$ cat src/rtl/pid_pwm_actuator.sv
// PWM actuator for the PID loop: clamps signed duty commands, applies them at period
// boundaries, and drives complementary half-bridge gates with dead-time insertion.
module pid_pwm_actuator #(
  parameter int CMD_W    = 16,
  parameter int CNT_W    = 12,
  parameter int PERIOD   = 1000,
  parameter int DEADTIME = 8
) (
  input  logic                    clk,
  input  logic                    rst_n,
  input  logic                    en,
  input  logic                    cmd_valid,
  output logic                    cmd_ready,
  input  logic signed [CMD_W-1:0] cmd,
  output logic        [CNT_W-1:0] duty_active,
  output logic                    sat_hi,
  output logic                    sat_lo,
  output logic                    period_tick,
  output logic                    pwm_hi,
  output logic                    pwm_lo
);

  localparam int DT_W = (DEADTIME > 1) ? $clog2(DEADTIME) : 1;
  localparam logic        [CNT_W-1:0] CNT_LAST = CNT_W'(PERIOD - 1);
  localparam logic        [CNT_W-1:0] PERIOD_C = CNT_W'(PERIOD);
  localparam logic signed [CMD_W:0]   PERIOD_S = (CMD_W+1)'(PERIOD);
  localparam logic        [DT_W-1:0]  DT_LAST  = DT_W'(DEADTIME - 1);

  typedef enum logic [2:0] {OFF, DEAD_LO, LO_ON, DEAD_HI, HI_ON} gate_state_t;

  gate_state_t             state, state_next;
  logic        [DT_W-1:0]  dt, dt_next;
  logic        [CNT_W-1:0] cnt, cnt_next, pending, clamped;
  logic                    pending_full, wrap, accept, raw, cmd_neg, cmd_over;
  logic signed [CMD_W:0]   cmd_ext;

  assign wrap      = (cnt == CNT_LAST);
  assign cnt_next  = wrap ? '0 : cnt + 1'b1;
  assign cmd_ready = !pending_full;
  assign accept    = cmd_valid && cmd_ready;
  assign raw       = (cnt < duty_active);
  assign pwm_hi    = (state == HI_ON);
  assign pwm_lo    = (state == LO_ON);

  // Sign-extend one bit so the PERIOD comparison can never wrap.
  assign cmd_ext  = {cmd[CMD_W-1], cmd};
  assign cmd_neg  = cmd_ext[CMD_W];
  assign cmd_over = (cmd_ext > PERIOD_S);

  always_comb begin
    clamped = cmd[CNT_W-1:0];
    if (cmd_neg)       clamped = '0;
    else if (cmd_over) clamped = PERIOD_C;
  end

  always_ff @(posedge clk or negedge rst_n) begin
    if (!rst_n) begin
      cnt         <= '0;
      period_tick <= 1'b0;
    end else begin
      cnt         <= cnt_next;
      period_tick <= (cnt_next == CNT_LAST);
    end
  end

  // An accept on the wrap cycle skips the buffer so it lands at this very boundary.
  always_ff @(posedge clk or negedge rst_n) begin
    if (!rst_n) begin
      duty_active  <= '0;
      pending      <= '0;
      pending_full <= 1'b0;
      sat_hi       <= 1'b0;
      sat_lo       <= 1'b0;
    end else begin
      if (accept) begin
        sat_hi <= cmd_over;
        sat_lo <= cmd_neg;
      end
      if (wrap) begin
        if (accept) begin
          duty_active <= clamped;
        end else if (pending_full) begin
          duty_active  <= pending;
          pending_full <= 1'b0;
        end
      end else if (accept) begin
        pending      <= clamped;
        pending_full <= 1'b1;
      end
    end
  end

  always_ff @(posedge clk or negedge rst_n) begin
    if (!rst_n) begin
      state <= OFF;
      dt    <= '0;
    end else begin
      state <= state_next;
      dt    <= dt_next;
    end
  end

  // Every gate turn-on passes through a dead state that must see raw stable for DEADTIME cycles.
  always_comb begin
    state_next = state;
    dt_next    = dt;
    if (!en) begin
      state_next = OFF;
      dt_next    = '0;
    end else begin
      case (state)
        OFF: begin
          state_next = DEAD_LO;
          dt_next    = '0;
        end
        DEAD_LO: begin
          if (raw) begin
            state_next = DEAD_HI;
            dt_next    = '0;
          end else if (dt == DT_LAST) begin
            state_next = LO_ON;
          end else begin
            dt_next = dt + 1'b1;
          end
        end
        LO_ON: begin
          if (raw) begin
            state_next = DEAD_HI;
            dt_next    = '0;
          end
        end
        DEAD_HI: begin
          if (!raw) begin
            state_next = DEAD_LO;
            dt_next    = '0;
          end else if (dt == DT_LAST) begin
            state_next = HI_ON;
          end else begin
            dt_next = dt + 1'b1;
          end
        end
        HI_ON: begin
          if (!raw) begin
            state_next = DEAD_LO;
            dt_next    = '0;
          end
        end
        default: begin
          state_next = OFF;
          dt_next    = '0;
        end
      endcase
    end
  end

endmodule

$ cat config.mk
export PLATFORM = sky130hd
export DESIGN_NAME = pid_pwm_actuator
export DESIGN_NICKNAME = d
export VERILOG_FILES = /design/src/rtl/pid_pwm_actuator.sv
export SDC_FILE = /design/constraint.sdc
export NUM_CORES = 1
export LEC_CHECK = 0
export ABC_AREA = 1
export CAP_MARGIN = 30
export CORE_ASPECT_RATIO = 0.8
export CORE_MARGIN = 2
export CORE_UTILIZATION = 45
export CTS_CLUSTER_DIAMETER = 100
export DETAILED_ROUTE_END_ITERATION = 10
export PLACE_DENSITY = 0.68
export SETUP_SLACK_MARGIN = 0.1
export SLEW_MARGIN = 20
export SYNTH_ARGS = -nofsm -noshare
export SYNTH_HDL_FRONTEND = slang
export SYNTH_SLANG_ARGS = --single-unit
export TNS_END_PERCENT = 50
$ cat constraint.sdc
create_clock -name clk -period 2.64 [get_ports clk]
set_input_delay 0.396 -clock clk [delete_from_list [all_inputs] [get_ports clk]]
set_output_delay 0.396 -clock clk [all_outputs]
set_load 0.02 [all_outputs]
==> results.ini <==
[worst_setup_path]
slowest_delay_ps = 690
path_class = flip-flop to output port
critical_path_cell_count = 2
slowest_stage = clkdlybuf4s50_1
r2r_slack_ps = 550
cp_top_family = buffers and inverters
crit_path_end_kind = output port
cp-start-kind = flip-flop
worstPathRequired_ps = 2240
cp_cell_sequence = nor3_1 -> clkdlybuf4s50_1
r2r_cells = 9
cp_max_fo = 5
rr_startpoint = cnt[1]$_DFF_PN0_
crit_end = pwm_lo
startpoint = state[0]$_DFFE_PN0P_
r2r-end = duty_active[5]$_DFFE_PN0P_
cp_num_buf_inv = 1
cp.arrival_ps = 1810

[power]
irDropWorstVdd_v = 0.000410
power_w = 0.00174
pwr_density_cell_nw_per_um2 = 524
p_leak_nw = 1.69

[clock_network]
clk_pin_slew_worst_paths_ps = 90
clock-sinks = 46
cts_resized = 0
clk_latency_ps = 300
cts-buffers-inserted = 5
cts_setup_buffers = 0
cts_root_buf = clkbuf_8
htreeDepth = 2
cts_tree = built
clock_path_buffers = 2
ctsHoldBuffers = 0

[logic_synthesis]
synth_warnings = 0
syn_avg_cell_area_sq_um = 7.57
ys.flop_type = dfrtp_1
synth_top_family_by_area = simple AND/OR/NAND/NOR gates
ys_async_sr_fraction_pct = 100
synthXorXnorAreaFrac_pct = 0.946
synth_mux_area_share_pct = 0
ys_ff_latch = 46
synth_compound_area_share_pct = 12.3
synth_edf_count = 0
synth-simple-area-share_pct = 27.9
synthCells = 367
yosysSeqAreaShare_pct = 41.5
synth_fa_ha_area_share_pct = 6.76
ys_types = 37
synth_nets = 402
synth_area_sq_um = 2780

[route]
drc = 0
vias = 2397
ant_nets = 0
routed_wl_mm = 6.28
drtIter0Drc = 97
first_pass_iters = 4
drt-wirelength-per-cell_um = 12.8
via_per_inst = 4.88

[grt]
antenna_found_initial = 0
grt_pass1_vias = 2404
track_usage_pct = 20.4
grt.overflow.total = 0
grt_max_degree = 26
grt_pass1_wl_mm = 11.1

[floorplanning]
die_x_um = 91.8
core_sq_um = 5940
row_count = 25
ioPinCount = 38
die_y_um = 74.3
die_area_sq_um = 6820
start_util_pct = 46.7

[placement]
place_area_sq_um = 3230
hpwl_mm = 4.90
io_buffers = 37
place_ws_ps = 496
gp_congestion = 0.872

[layout]
utilization_pct = 56.0
layout-drive-gt1-share_pct = 7.56
num_antenna_cells = 0
final_nets = 444
fin_area_sq_um = 3330
syn_to_final_growth_pct = 19.8

[sta]
maxSlewViolCount = 0
hold_viol_final = 0
setup_viol = 0
relSlewSlack_pct = 67.4
final.setup_skew_ps = 8.78
tns_ps = 0
timing.fmax_mhz = 454
period_minus_slack_ps = 2200
post-route-period-util_pct = 83.5
tightest_slew_ps = 487
layout_setup_ws_ps = 437
rsz0062_at_grt = no

[run_status]
status = completed

[flow_run]
maxCapViolations = 0

[min_path]
worstHoldPathType = input pin to async pin

==> registers in the layout, indices dropped and copies added, names as in the netlist <==
| signal | count |
|---|---|
| cnt | 12 |
| dt | 3 |
| state | 3 |
| sat_hi | 1 |
| sat_lo | 1 |
| pending_full | 1 |
| period_tick | 1 |
| duty_active | 12 |
| pending | 12 |
==> worst min path at each step <==
stage	start	endpoint	slack, ps	cells past startpoint
finish	rst_n	cnt[10]$_DFF_PN0_	60	2
global route	rst_n	cnt[10]$_DFF_PN0_	90	2
CTS	rst_n	cnt[8]$_DFF_PN0_	70	2
detailed placement	rst_n	cnt[8]$_DFF_PN0_	410	2
global placement	rst_n	period_tick$_DFF_PN0_	400	2
floorplan	rst_n	cnt[0]$_DFF_PN0_	100	0
==> through the flow <==
stage	std cells	hold slack [ps]
6_report	491	61.3
3_3_place_gp	483	399
5_1_grt	491	91.3
2_1_floorplan	367	100
3_5_place_dp	483	406
4_1_cts	491	69.8
==> where the power goes <==
part / switching (W) / total [W] / internal, W
Combinational: 0.000270 / 0.000447 / 0.000177
Sequential: 0.0000564 / 0.000840 / 0.000784
Clock: 0.000246 / 0.000456 / 0.000211
==> placed cells by master, fill, tap and decap left out, types with 2 or more instances in the layout <==
master,synthesis,layout
o22ai_2,3,3
xor2_1,2,2
nand2_1,99,99
dfrtp_1,46,46
o21ai_1,4,4
nand4_1,7,7
nand2_2,2,2
o21ai_2,4,4
a21o_1,2,2
or2_2,2,2
clkdlybuf4s50_1,0,36
nor3_1,3,3
a21oi_1,9,9
inv_2,2,2
o21ai_0,28,28
inv_1,65,65
nand3_1,21,21
ha_1,15,15
nor2_1,32,32
buf_4,0,4
clkbuf_8,0,6
nor3b_1,2,2
==> synthesized netlist by cell type, drive strengths merged (3+ instances only) <==
| master | count | area [sq um] |
|---|---|---|
| or2 | 3 | 18.8 |
| o22ai | 3 | 37.5 |
| inv | 67 | 251 |
| nor3 | 4 | 31.3 |
| nand4 | 7 | 43.8 |
| o21ai | 36 | 195 |
| nand3 | 22 | 123 |
| nor2 | 33 | 126 |
| nand2 | 101 | 384 |
| dfrtp | 46 | 1150 |
| ha | 15 | 188 |
| a21oi | 10 | 61.3 |
| buf | 4 | 33.8 |
==> worst register-to-register path, delay by kind of cell (launching register included) <==
kind | cells | cell delay, ps
AO/OA/AOI/OAI | 2 | 510
adder cells (fa/ha/maj) | 1 | 240
flip-flops | 1 | 410
AND/OR/NAND/NOR | 5 | 670
buffers and inverters | 1 | 180
==> cell type report <==
class	instances	area [sq um]
Timing Repair Buffer	41	395
Clock buffer	6	82.6
Clock inverter	2	12.5
Tap cell	81	101
Inverter	67	251
Sequential cell	46	1150
Fill cell	562	2620
Multi-Input combinational cell	248	1330
==> kinds of logic (layout without fill, tap and decap cells) <==
family | count (synthesis) | in the layout
AND/OR/NAND/NOR | 175 | 175
buffers and inverters | 73 | 116
AO/OA/AOI/OAI | 55 | 55
flip-flops | 46 | 46
adder cells (fa/ha/maj) | 15 | 15
XOR/XNOR | 3 | 3
==> layer usage <==
metal / wire [um] / vias to the layer above / track usage [%]
li1: - / 1244 / -
met1: 3270 / 1102 / 28.9
met2: 2740 / 49 / 33.3
met3: 233 / 2 / 3.44
met4: 29 / 0 / 5.31
met5: 0 / - / 0
Power figures use the tool's default switching activity.
